**src/rtl/period_decoder_if.sv**
```systemverilog
// Pulse-train decoder bus: the generator pulse line in, measurement and lock status out.
// Latency: none; this is wiring only. The decoder's outputs are registered one cycle after the pulse.
// Backpressure: none; pulses cannot be stalled, and every pulse is consumed in its own cycle.
//   i_valid        : pulse train, one pulse per high cycle
//   o_period       : last measured period in cycles
//   o_period_valid : one-cycle strobe when o_period updates
//   o_sel          : decoded code of the current or last lock
//   o_locked       : high while locked
//   o_error        : one-cycle strobe on loss of lock
//   o_timeout      : one-cycle strobe when pulses stop
interface period_decoder_if #(
   parameter int unsigned DATA_WIDTH = 32
);
   logic                  i_valid;
   logic [DATA_WIDTH-1:0] o_period;
   logic                  o_period_valid;
   logic [1:0]            o_sel;
   logic                  o_locked;
   logic                  o_error;
   logic                  o_timeout;

   // Pulse source / status consumer side
   modport master (
      output i_valid,
      input  o_period, o_period_valid, o_sel, o_locked, o_error, o_timeout
   );

   // Decoder side
   modport slave (
      input  i_valid,
      output o_period, o_period_valid, o_sel, o_locked, o_error, o_timeout
   );
endinterface

```
**src/rtl/period_decoder.sv**
```systemverilog
// Measures the spacing of tick-generator pulses, recovers the 2-bit period code and tracks lock.
// Latency: all outputs are registered, so results appear one cycle after the pulse that produced them.
// Backpressure: none; every pulse is measured in the cycle it arrives.
// Ports: clock (rising edge), i_reset (sync, active-high), bus (period_decoder_if.slave:
//        i_valid in; o_period, o_period_valid, o_sel, o_locked, o_error, o_timeout out).
module period_decoder #(
   parameter int unsigned DATA_WIDTH    = 32,
   parameter int unsigned R0            = 3,
   parameter int unsigned R1            = 10,
   parameter int unsigned R2            = 100,
   parameter int unsigned R3            = 5000,
   parameter int unsigned PERIOD_OFFSET = 1,
   parameter int unsigned LOCK_COUNT    = 4
) (
   input  logic            clock,
   input  logic            i_reset,
   period_decoder_if.slave bus
);

   function automatic int unsigned max4(input int unsigned a, input int unsigned b,
                                        input int unsigned c, input int unsigned d);
      int unsigned m;
      m = a;
      if (b > m) m = b;
      if (c > m) m = c;
      if (d > m) m = d;
      return m;
   endfunction

   // Expected period for each code, and the longest gap tolerated before timing out.
   localparam logic [DATA_WIDTH-1:0] EXP0   = DATA_WIDTH'(R0 + PERIOD_OFFSET);
   localparam logic [DATA_WIDTH-1:0] EXP1   = DATA_WIDTH'(R1 + PERIOD_OFFSET);
   localparam logic [DATA_WIDTH-1:0] EXP2   = DATA_WIDTH'(R2 + PERIOD_OFFSET);
   localparam logic [DATA_WIDTH-1:0] EXP3   = DATA_WIDTH'(R3 + PERIOD_OFFSET);
   localparam logic [DATA_WIDTH-1:0] TLIMIT = DATA_WIDTH'(max4(R0, R1, R2, R3) + PERIOD_OFFSET);

   // One spare value of headroom so the run counter can pass LOCK_COUNT without wrapping
   // (relevant when LOCK_COUNT is 1 and a lock-loss reload already holds a count of 1).
   localparam int unsigned MCW = $clog2(LOCK_COUNT + 2);
   localparam logic [MCW-1:0] LOCK_N = MCW'(LOCK_COUNT);

   typedef enum logic [1:0] {
      IDLE    = 2'd0,
      MEASURE = 2'd1,
      LOCKED  = 2'd2
   } state_t;

   state_t                state_q;
   logic [DATA_WIDTH-1:0] cnt_q;
   logic [1:0]            cand_q;
   logic [MCW-1:0]        match_q;
   logic [DATA_WIDTH-1:0] period_q;
   logic                  period_valid_q;
   logic [1:0]            sel_q;
   logic                  locked_q;
   logic                  error_q;
   logic                  timeout_q;

   logic                  pulse;
   logic                  hit;
   logic [1:0]            code;
   logic [1:0]            cand_d;
   logic [MCW-1:0]        match_d;

   assign pulse = bus.i_valid;

   // Classify the period ending at this pulse; the priority chain resolves
   // duplicate thresholds to the lowest code.
   always_comb begin
      hit  = 1'b1;
      code = 2'd0;
      if (cnt_q == EXP0) begin
         code = 2'd0;
      end else if (cnt_q == EXP1) begin
         code = 2'd1;
      end else if (cnt_q == EXP2) begin
         code = 2'd2;
      end else if (cnt_q == EXP3) begin
         code = 2'd3;
      end else begin
         hit = 1'b0;
      end
   end

   // Run-length of consecutive identical codes while acquiring. A run only
   // extends when one is already in progress (match_q != 0); after a "none"
   // period the same code starts a fresh run.
   always_comb begin
      cand_d  = cand_q;
      match_d = '0;
      if (hit) begin
         if (code == cand_q && match_q != '0) begin
            match_d = match_q + MCW'(1);
         end else begin
            cand_d  = code;
            match_d = MCW'(1);
         end
      end
   end

   always_ff @(posedge clock) begin
      if (i_reset) begin
         state_q        <= IDLE;
         cnt_q          <= '0;
         cand_q         <= '0;
         match_q        <= '0;
         period_q       <= '0;
         period_valid_q <= 1'b0;
         sel_q          <= '0;
         locked_q       <= 1'b0;
         error_q        <= 1'b0;
         timeout_q      <= 1'b0;
      end else begin
         period_valid_q <= 1'b0;
         error_q        <= 1'b0;
         timeout_q      <= 1'b0;

         case (state_q)
            // Counter frozen; the first pulse only starts timing, no period exists yet.
            IDLE: begin
               if (pulse) begin
                  cnt_q   <= DATA_WIDTH'(1);
                  cand_q  <= '0;
                  match_q <= '0;
                  state_q <= MEASURE;
               end
            end

            MEASURE: begin
               if (pulse) begin
                  cnt_q          <= DATA_WIDTH'(1);
                  period_q       <= cnt_q;
                  period_valid_q <= 1'b1;
                  cand_q         <= cand_d;
                  match_q        <= match_d;
                  if (match_d >= LOCK_N) begin
                     state_q  <= LOCKED;
                     sel_q    <= cand_d;
                     locked_q <= 1'b1;
                  end
               end else if (cnt_q == TLIMIT) begin
                  timeout_q <= 1'b1;
                  locked_q  <= 1'b0;
                  match_q   <= '0;
                  state_q   <= IDLE;
               end else begin
                  cnt_q <= cnt_q + DATA_WIDTH'(1);
               end
            end

            LOCKED: begin
               if (pulse) begin
                  cnt_q          <= DATA_WIDTH'(1);
                  period_q       <= cnt_q;
                  period_valid_q <= 1'b1;
                  if (!(hit && code == sel_q)) begin
                     // Lock lost: the offending period seeds the next acquisition,
                     // while o_sel keeps reporting the code that was locked.
                     error_q  <= 1'b1;
                     locked_q <= 1'b0;
                     state_q  <= MEASURE;
                     if (hit) begin
                        cand_q  <= code;
                        match_q <= MCW'(1);
                     end else begin
                        match_q <= '0;
                     end
                  end
               end else if (cnt_q == TLIMIT) begin
                  timeout_q <= 1'b1;
                  locked_q  <= 1'b0;
                  match_q   <= '0;
                  state_q   <= IDLE;
               end else begin
                  cnt_q <= cnt_q + DATA_WIDTH'(1);
               end
            end

            default: begin
               state_q  <= IDLE;
               locked_q <= 1'b0;
               match_q  <= '0;
            end
         endcase
      end
   end

   assign bus.o_period       = period_q;
   assign bus.o_period_valid = period_valid_q;
   assign bus.o_sel          = sel_q;
   assign bus.o_locked       = locked_q;
   assign bus.o_error        = error_q;
   assign bus.o_timeout      = timeout_q;

endmodule

```
**src/flat_wrapper.sv**
```systemverilog
// flat-port wrapper written by rule: the top's interface ports become plain ports
module period_decoder_flat 
#(
   parameter int unsigned DATA_WIDTH    = 32,
   parameter int unsigned R0            = 3,
   parameter int unsigned R1            = 10,
   parameter int unsigned R2            = 100,
   parameter int unsigned R3            = 5000,
   parameter int unsigned PERIOD_OFFSET = 1,
   parameter int unsigned LOCK_COUNT    = 4
)
  (clock, i_reset, bus_i_valid, bus_o_period, bus_o_period_valid, bus_o_sel, bus_o_locked, bus_o_error, bus_o_timeout);
  period_decoder_if #(.DATA_WIDTH(DATA_WIDTH)) bus_i ();
  input  logic clock;
  input  logic i_reset;
  input wire logic [$bits(bus_i.i_valid)-1:0] bus_i_valid;
  output wire logic [$bits(bus_i.o_period)-1:0] bus_o_period;
  output wire logic [$bits(bus_i.o_period_valid)-1:0] bus_o_period_valid;
  output wire logic [$bits(bus_i.o_sel)-1:0] bus_o_sel;
  output wire logic [$bits(bus_i.o_locked)-1:0] bus_o_locked;
  output wire logic [$bits(bus_i.o_error)-1:0] bus_o_error;
  output wire logic [$bits(bus_i.o_timeout)-1:0] bus_o_timeout;
  assign bus_i.i_valid = bus_i_valid;
  assign bus_o_period = bus_i.o_period;
  assign bus_o_period_valid = bus_i.o_period_valid;
  assign bus_o_sel = bus_i.o_sel;
  assign bus_o_locked = bus_i.o_locked;
  assign bus_o_error = bus_i.o_error;
  assign bus_o_timeout = bus_i.o_timeout;
  period_decoder #(.DATA_WIDTH(DATA_WIDTH), .R0(R0), .R1(R1), .R2(R2), .R3(R3), .PERIOD_OFFSET(PERIOD_OFFSET), .LOCK_COUNT(LOCK_COUNT)) u_core (.clock(clock), .i_reset(i_reset), .bus(bus_i));
endmodule
```
**config.mk**
```make
export PLATFORM = sky130hd
export DESIGN_NAME = period_decoder_flat
export DESIGN_NICKNAME = d
export VERILOG_FILES = /design/src/rtl/period_decoder_if.sv /design/src/rtl/period_decoder.sv /design/src/flat_wrapper.sv
export SDC_FILE = /design/constraint.sdc
export NUM_CORES = 1
export LEC_CHECK = 0
export CORE_AREA = 2 2 88 90
export DETAILED_ROUTE_END_ITERATION = 16
export DIE_AREA = 0 0 90 92
export PLACE_DENSITY = 0.77
export RECOVER_POWER = 50
export SLEW_MARGIN = 20
export SYNTH_ARGS = -nofsm -noshare
export SYNTH_HDL_FRONTEND = slang
export SYNTH_SLANG_ARGS = --single-unit
```
**constraint.sdc**
```tcl
create_clock -name clock -period 5.1 [get_ports clock]
set_clock_uncertainty 0.1 [all_clocks]
set_input_delay 1.02 -clock clock [delete_from_list [all_inputs] [get_ports clock]]
set_output_delay 1.02 -clock clock [all_outputs]
set_load 0.005 [all_outputs]
```
# ---- Word level (Yosys, flattened, before mapping)
# Cells that the tools add are included.
# Widths: inputs -> output; s select.
dict set report totals {
  register_bits 77
  latch_bits 0
  ram_bits 0
  rom_bits 0
  out_inout_bits 38
  n_memories 0
}
dict set report classes {
  add_sub_neg 2
  multipliers 0
  n_div 0
  n_lt_le_gt_ge 1
  eq_ne 16
  n_shift 0
  mux 44
  bitwise_logic 4
  n_reduce_logical 17
}
# op count
set op_table {}
lappend op_table {{$mux 32} 3}
lappend op_table {{$pmux 32 s2} 1}
lappend op_table {{$mux 2} 17}
lappend op_table {{$add 32x1->32 const B} 1}
lappend op_table {{$eq 32x13->1 const B} 1}
lappend op_table {{$eq 32x3->1 const B} 1}
lappend op_table {{$eq 32x4->1 const B} 1}
lappend op_table {{$eq 32x7->1 const B} 1}
lappend op_table {{$mux 3} 7}
lappend op_table {{$mux 1} 12}
lappend op_table {{$pmux 2 s3} 2}
lappend op_table {{$reduce_and 3->1} 4}
lappend op_table {{$pmux 3 s3} 1}
lappend op_table {{$ne 2x2->1 const B} 4}
lappend op_table {{$ne 3x3->1 const B} 2}
lappend op_table {{$reduce_and 6->1} 1}
lappend op_table {{$reduce_bool 3->1} 2}
lappend op_table {{$reduce_or 3->1} 2}
lappend op_table {{$eq 2x2->1} 2}
lappend op_table {{$not 1->1} 4}
lappend op_table {{$reduce_and 2->1} 2}
lappend op_table {{$reduce_or 2->1} 2}
lappend op_table {{$add 3x1->3 const B} 1}
lappend op_table {{$ge 3x3->1 const B} 1}
lappend op_table {{other kinds (8)} 9}

# ---- Depth between registers and ports, before layout
# Gate-level depths: netlist of run 1.
dict set report logic_depth {
  word_depth 13
  depth_mapped 11
}

# ---- Worst setup path before layout of run 1
# OpenSTA, ideal clock, no wires.
dict set report synth_path {
  path_type {register to register}
  startpoint {reg u_core.cnt_q[1]}
  endpoint {reg u_core.cnt_q[17]}
  setup_ns 0.071
  arrival_ns 2.549
  t_required_ns 4.929
  path_slack_ns 2.380
  path_stages_with_launch 11
  synth_period_minus_slack_ns 2.720
  cell_sequence {dfxtp_1 > inv_1 > ha_1 > and4b_4 > and3_4 > buf_6 > a41o_1 > a2111oi_4 > nand2_4 > or3_1 > a21oi_1}
}
dict set report synth_between {
  elab_chain_cells 4
  elab_cells_between_ends 7
}
# element line_no
set synth_rtl {}
lappend synth_rtl {{from (decl)} period_decoder.sv:49} ;# logic [DATA_WIDTH-1:0] cnt_q;
lappend synth_rtl {{from (signal assigned)} period_decoder.sv:147} ;# cnt_q <= cnt_q + DATA_WIDTH'(1);
lappend synth_rtl {{from (signal assigned)} period_decoder.sv:175} ;# cnt_q <= cnt_q + DATA_WIDTH'(1);
lappend synth_rtl {{$add 32x1->32} {period_decoder.sv:147, period_decoder.sv:175}}
lappend synth_rtl {{$mux 32} {period_decoder.sv:141, period_decoder.sv:169}}
lappend synth_rtl {{$mux 32} period_decoder.sv:130} ;# if (pulse) begin
lappend synth_rtl {{$pmux 32 s2} period_decoder.sv:118} ;# case (state_q)
# Parallel ways exist; a longest one is shown, timed or not. The select of a mux whose other input is x is not followed.
# A chain may end at the register's enable or synchronous reset.

# ---- Worst setup path after layout of run 1
dict set report layout_path {
  startpoint {reg u_core.cnt_q[18]}
  endpoint {reg u_core.cnt_q[26]}
}
# The elaborated chain is that of the path after synthesis.

==> summary.md, run 1 <==
| Metric | Value |
|---|---|
| First-pass GRT wire length | 15.2 mm |
| Final min period | 3.49 ns |
| Fmax achieved | 0.286 GHz |
| Period utilization | 68.5% |
| DRT Pass-1 Iters | 5 |
| Hpwl dp | 6.22 mm |
| Post-synth EDFFs | 0 |
| Switching share of power | 30.4% |
| Drt first-iter violations | 183 |
| Hold Fails Final Rpt | 0 |
| CP required | 5.22 ns |
| Post-cts hold buffer count | 0 |
| Largest net degree at the start of global routing | 51 |
| Routability-driven placement congestion ratio | 0.880 |
| P_int | 0.830 mW |
| Die height | 92 um |
| Setup TNS Final | 0 ns |
| Critical path type | reg2reg |
| Worst-path fanout max | 9 |
| CTS tree | yes |
| Worst Setup SP | u_core.cnt_q[18]$_SDFFE_PP0P_ |
| Total power | 1.19 mW |
| Worst-path clk slew | 0.09 ns |
| Worst Tran Pin Value | 1.06 ns |
| Sequential area share after synthesis | 40.1% |
| Critical-path cell list | or4_1 -> nor3_1 -> a41oi_1 -> o211ai_1 -> clkbuf_1 -> nor3_1 -> xnor2_1 -> nor2_1 |
| Clock Power Share | 36.4% |
| Drt drc | 0 |
| Layout area overhead | 15.6% |
| GRT Total Usage | 22.3% |
| Critical-path top delay cell | nor3_1 |
| Max Cap Viol | 0 |
| Peak VDD IR | 0.000162 V |
| Ys async rst share | 0% |
| Clock Tree Root | clkbuf_8 |
| Vias in the first global route | 3315 |
| Mapped Area | 3850 um2 |
| Hold crit path type | reg2reg |
| R2R Path Start | u_core.cnt_q[18]$_SDFFE_PP0P_ |
| TritonCTS Buffers | 9 |
| Setup violators final | 0 |
| Synthesized flop and latch total | 77 |
| Slew headroom | 29.4% |
| Drt total wl | 8.96 mm |
| Vias per cell | 5.65 |
| Crit start category | flop |
| Hold_sp | u_core.bus.o_period[31]$_SDFFE_PP0P_ |
| Crit end category | flop |
| DIE AREA | 8280 um2 |
| Comb power frac | 12.2% |
| Flop pwr share | 51.4% |
| Post-synthesis cell type count | 62 |
| Syn Nets | 492 |
| Clock insertion delay at the later pin of the skew report | 0.36 ns |
| Final Max Tran Viols | 0 |
| Slowest cell delay on critical path | 0.78 ns |
| CTS max path bufs | 2 |
| Nets | 520 |
| Place WS | 1.50 ns |
| Num ports | 41 |
| Most common cell on crit path | nor3_1 |
| Sw Pwr | 0.363 mW |
| Layout cell share with drive strength beyond 1 | 7.21% |
| Post-synth top flop | dfxtp_1 |
| CTS sink count | 77 |
| Most common cell after layout, fill and taps aside | nand2_1 |
| CTS H-Tree Depth | 3 |
| Most frequent cells in the layout | nand2_1 (82), dfxtp_1 (77), a21oi_1 (53) |
| Die X | 90 um |
| FP Rows | 32 |
| Initial antenna violation count | 0 |
| Antenna Cells | 0 |
| Port Buf Inserts | 40 |
| Pwr dens | 268 nW/um2 |
| Arrival time worst endpoint | 3.61 ns |
| Lkg Pwr | 1.58 nW |
| Status | finished clean |
| Core area | 7450 um2 |
| Post-cts gate resize count | 0 |
| Yosys Warn Count | 0 |
| Routed Antenna Nets | 0 |
| Total overflow reported by the global router | 0 |
| Unrepaired setup endpoints after global routing | no |
| Final WS setup | 1.61 ns |
| Vias | 3473 |
| Setup bufs post-CTS | 0 |
| Starting density of the core | 51.7% |
| Synthesized area per cell | 8.02 um2 |
| Mapped Cells | 480 |
| DR WL/cell | 14.6 um |
-- Yosys cell counts (all sizes together) (2+ instances only) --
master,instances,share of area (%)
nand2,83,8.3
dfxtp,77,40
a21oi,53,6.9
nor2,47,4.6
nor3,20,2.9
clkbuf,17,1.7
nand3,17,2.2
inv,15,1.5
xor2,15,3.4
xnor2,14,3.2
nand4,13,2.1
ha,9,2.9
o21ai,9,1.2
or3,9,1.5
buf,7,1.2
and3,6,1.2
nor2b,6,0.98
nor4,5,0.81
a21o,4,0.78
a31o,4,0.91
and4,4,0.91
nand2b,4,0.65
a41oi,3,0.68
and4b,3,0.88
a31oi,2,0.49
a41o,2,0.52
and2,2,0.33
mux2,2,0.59
nand3b,2,0.39
o2111ai,2,0.46
o211ai,2,0.39
o311ai,2,0.46
or4,2,0.42
-- through the flow --
step | instance area [um2] | hold WS [ns] | cells | util, %
after CTS | 4450 | 0.359 | 614 | 59.8
after global placement | 4260 | 0.344 | 598 | 57.2
final | 4450 | 0.353 | 615 | 59.7
after global routing | 4450 | 0.377 | 615 | 59.7
after floorplan | 3850 | 0.353 | 480 | -
after detailed placement | 4270 | 0.349 | 598 | 57.3
-- critical path: cells and delay by family, from the launching register on --
family,cells,cell delay [ns]
simple gates,4,1.53
xor+xnor,1,0.17
compound gates,2,0.75
buf+inv,1,0.44
flops,1,0.37
-- final cells by class --
cell class                 instances  area (um2)
clock buffer                       9         124
sequential                        77        1540
timing repair buffer              42         407
multi-input combinational        362        2130
inverter                          16        60.1
fill                             700        3000
tap                              102         128
clock inverter                     7        57.6
-- routing by layer --
| metal | wire length, um | share of wire (%) | GRT usage, % |
|---|---|---|---|
| met1 | 4220 | 47 | 28.9 |
| met4 | 183 | 2.0 | 11.0 |
| met5 | 0 | 0 | 0 |
| met2 | 4170 | 47 | 35.7 |
| met3 | 387 | 4.3 | 4.35 |
-- kinds of logic after synthesis --
| logic type | count (synthesis) | share of synthesized area, % |
|---|---|---|
| AO/OA/AOI/OAI | 93 | 15.6 |
| buffers and inverters | 41 | 4.75 |
| AND/OR/NAND/NOR | 228 | 29.2 |
| XOR/XNOR | 29 | 6.60 |
| flip-flops | 77 | 40.1 |
| multiplexers | 3 | 0.845 |
| adder cells (fa/ha/maj) | 9 | 2.93 |
-- registers in the layout, summed over array words and instances, names as in the netlist --
| register | cells |
|---|---|
| u_core.bus.o_locked | 1 |
| u_core.match_q | 3 |
| u_core.cand_q | 2 |
| u_core.bus.o_sel | 2 |
| u_core.bus.o_period | 32 |
| u_core.bus.o_period_valid | 1 |
| u_core.cnt_q | 32 |
| u_core.bus.o_timeout | 1 |
| u_core.bus.o_error | 1 |
| u_core.state_q | 2 |
-- power by group through the flow --
stage	Clock, mW	Combinational, mW	Sequential, mW
after floorplan	0	0.108	0.626
after global placement	0	0.141	0.627
after detailed placement	0	0.143	0.627
after CTS	0.444	0.144	0.613
after global routing	0.468	0.161	0.614
final	0.435	0.145	0.613
-- final timing paths --
path                                          end  slack [ns]  cells past startpoint
max reg2reg         u_core.cnt_q[26]$_SDFFE_PP0P_        1.61                      8
max                 u_core.cnt_q[26]$_SDFFE_PP0P_        1.61                      8
min reg2reg  u_core.bus.o_period[31]$_SDFFE_PP0P_        0.35                      2
min          u_core.bus.o_period[31]$_SDFFE_PP0P_        0.35                      2
No activity file was read; power rests on OpenSTA's default activity.
==> inputs of run 2 (changes only) <==
--- a/config.mk
+++ b/config.mk
@@ -5,9 +5,9 @@
 export SDC_FILE = /design/constraint.sdc
 export NUM_CORES = 1
 export LEC_CHECK = 0
-export CORE_AREA = 2 2 88 90
+export CORE_AREA = 2 2 90 92
 export DETAILED_ROUTE_END_ITERATION = 16
-export DIE_AREA = 0 0 90 92
+export DIE_AREA = 0 0 92 94
 export PLACE_DENSITY = 0.77
 export RECOVER_POWER = 50
 export SLEW_MARGIN = 20
==> constraint.sdc (replaced) <==
create_clock -name clock -period 2.9 [get_ports clock]
set_clock_uncertainty 0.1 [all_clocks]
set_input_delay 0.58 -clock clock [delete_from_list [all_inputs] [get_ports clock]]
set_output_delay 0.58 -clock clock [all_outputs]
set_load 0.005 [all_outputs]
==> summary.md, run 2 (synthesis gave the netlist of run 1 again) <==
| Metric | Value |
|---|---|
| Setup TNS Final | 0 ns (unchanged) |
| Critical-path top delay cell | a21oi_1 |
| Setup slack, reg-to-reg | 0.18 ns (-1.43 ns) |
| Non-filler instance count after layout | 627 (+2.0%) |
| Drt first-iter violations | 246 (+34%) |
| Total overflow reported by the global router | 0 (unchanged) |
| Clock Tree Root | clkbuf_8 |
| Worst path depth | 9 (+1) |
| Slowest cell delay on critical path | 0.57 ns (-0.21 ns) |
| Total power | 2.08 mW (+75%) |
| Total placed cells including tap cells | 612 (+2.3%) |
| Critical-path cell list | inv_1 -> ha_1 -> and4b_4 -> and3_4 -> a41o_1 -> a21oi_1 -> nand4_1 -> xor2_1 -> nor2_1 |
| Largest net degree at the start of global routing | 46 (-9.8%) |
| Hold Fails Final Rpt | 0 (unchanged) |
| Lkg Pwr | 1.65 nW (+4.3%) |
| Layout cell share with drive strength beyond 1 | 9.71% (+2.5 points) |
| Crit start category | flop |
| CTS sink count | 77 (unchanged) |
| Vias per cell | 5.74 (+1.7%) |
| DIE AREA | 8650 um2 (+4.4%) |
| CP top delay family | compound AO/OA/AOI/OAI gates |
| Crit end category | flop |
| R2R Path Start | u_core.cnt_q[1]$_SDFFE_PP0P_ |
| Fmax achieved | 0.367 GHz (+28%) |
| Vias | 3600 (+3.7%) |
| CTS max path bufs | 2 (unchanged) |
| Critical path type | reg2reg |
| CP required | 3.01 ns (-2.21 ns) |
| Num ports | 41 (unchanged) |
| Fillers | 696 (-0.57%) |
| Drt drc | 0 (unchanged) |
| Starting density of the core | 50.6% (-1.1 points) |
| Status | finished clean |
| Core area | 7610 um2 (+2.2%) |
| CTS tree | yes |
| Multi-input logic area | 2140 um2 (+0.23%) |
| DR WL/cell | 15.2 um (+4.5%) |
| Final Max Tran Viols | 0 (unchanged) |
| Worst Tran Pin Value | 0.718 ns (-0.338 ns) |
| Nets | 533 (+2.5%) |
| DRT Pass-1 Iters | 5 (unchanged) |
| CP bufs+invs | 1 (unchanged) |
| Setup violators final | 0 (unchanged) |
| Most common cell after layout, fill and taps aside | nand2_1 |
| Antenna Cells | 0 (unchanged) |
| Arrival time worst endpoint | 2.83 ns (-0.78 ns) |
| Layout area overhead | 18.6% |
| First-pass GRT wire length | 16.0 mm (+5.6%) |
| Period utilization | 93.9% (+25 points) |
| TritonCTS Buffers | 9 (unchanged) |
| Unrepaired setup endpoints after global routing | no |
| Final min period | 2.72 ns (-0.772 ns) |
| Port Buf Inserts | 40 (unchanged) |
| FF/Latch Area | 1540 um2 (unchanged) |
| CTS H-Tree Depth | 3 (unchanged) |
| Die X | 92 um (+2.2%) |
| Vias in the first global route | 3471 (+4.7%) |
| Most frequent cells in the layout | nand2_1 (82), dfxtp_1 (77), a21oi_1 (53) |
| Worst-path clk slew | 0.08 ns (about the same) |
| Worst reg2reg path endpoint | u_core.cnt_q[18]$_SDFFE_PP0P_ |
| Peak VDD IR | 0.000272 V (+68%) |
| Hold crit path type | reg2reg |
| Die height | 94 um (+2.2%) |
| Routed Antenna Nets | 0 (unchanged) |
| GRT Total Usage | 23.1% (+0.85 points) |
| FP Rows | 32 (unchanged) |
| Hold path depth | 2 (unchanged) |
| Drt total wl | 9.55 mm (+6.6%) |
| Hold EP | u_core.bus.o_period[7]$_SDFFE_PP0P_ |
| Pwr dens | 456 nW/um2 (+70%) |
| Hold_sp | u_core.bus.o_period[7]$_SDFFE_PP0P_ |
| Initial antenna violation count | 0 (unchanged) |
| Routability-driven placement congestion ratio | 0.892 (+1.3%) |
| Clock insertion delay at the later pin of the skew report | 0.35 ns (about the same) |
| R2R depth | 9 (+1) |
| Max Cap Viol | 0 (unchanged) |
| Hpwl dp | 6.80 mm (+9.3%) |
| Worst-path fanout max | 9 (unchanged) |
| Slew headroom | 52.0% (+23 points) |
-- run 2: repair_timing --
| item | CTS | global route |
|---|---|---|
| buffers inserted | 0 | 0 |
| hold buffers | 0 | 0 |
| gates resized for setup | 0 | 1 |
| endpoints found under the setup margin | 0 | 4 |
-- run 2: final cells by class --
cell class	instances	share of cell area, %
clock buffer	10	3.02
timing repair buffer	55	11.5
clock inverter	5	0.768
inverter	16	1.32
multi-input combinational	362	46.8
tap	102	2.80
sequential	77	33.8
-- run 2: how the worst max path moves through the flow --
stage / startpoint / endpoint / slack, ns
2_1_floorplan: u_core.cnt_q[1]$_SDFFE_PP0P_ / u_core.cnt_q[17]$_SDFFE_PP0P_ / 0.18
3_3_place_gp: u_core.cnt_q[1]$_SDFFE_PP0P_ / u_core.bus.o_sel[0]$_SDFFE_PP0P_ / 0.27
3_5_place_dp: u_core.cnt_q[1]$_SDFFE_PP0P_ / u_core.bus.o_sel[0]$_SDFFE_PP0P_ / 0.18
4_1_cts: u_core.cnt_q[1]$_SDFFE_PP0P_ / u_core.cnt_q[17]$_SDFFE_PP0P_ / 0.15
5_1_grt: u_core.cnt_q[1]$_SDFFE_PP0P_ / u_core.cnt_q[6]$_SDFFE_PP0P_ / 0.04
6_report: u_core.cnt_q[1]$_SDFFE_PP0P_ / u_core.cnt_q[18]$_SDFFE_PP0P_ / 0.18
-- run 2: worst min-delay path, cell delays in order, from the launching register on --
cell and delay, ns:
dfxtp_1 0.31, nand2_1 0.05, a21oi_1 0.05
-- run 2: layer usage --
| layer | part of all wire, % | track usage [%] | up-vias |
|---|---|---|---|
| met3 | 4.8 | 3.21 | 18 |
| li1 | - | - | 1760 |
| met5 | 0 | 0 | - |
| met2 | 46 | 37.5 | 123 |
| met4 | 2.4 | 10.8 | 0 |
| met1 | 46 | 30.6 | 1699 |
-- run 2: through the flow --
| stage | setup slack, ns | instance area [um2] | utilization, % | hold slack, ns |
|---|---|---|---|---|
| floorplan | 0.180 | 3850 | - | 0.353 |
| global placement | 0.273 | 4380 | 57.6 | 0.343 |
| detailed placement | 0.177 | 4390 | 57.7 | 0.346 |
| CTS | 0.151 | 4560 | 60.0 | 0.357 |
| global route | 0.0414 | 4560 | 60.0 | 0.369 |
| finish | 0.178 | 4560 | 60.0 | 0.350 |
-- run 2: where the power goes --
part / switching, mW / total [mW] / internal [mW] / leakage, nW
logic: 0.191 / 0.276 / 0.0858 / 0.938
registers: 0.0111 / 1.08 / 1.07 / 0.621
clock network: 0.397 / 0.727 / 0.331 / 0.0885
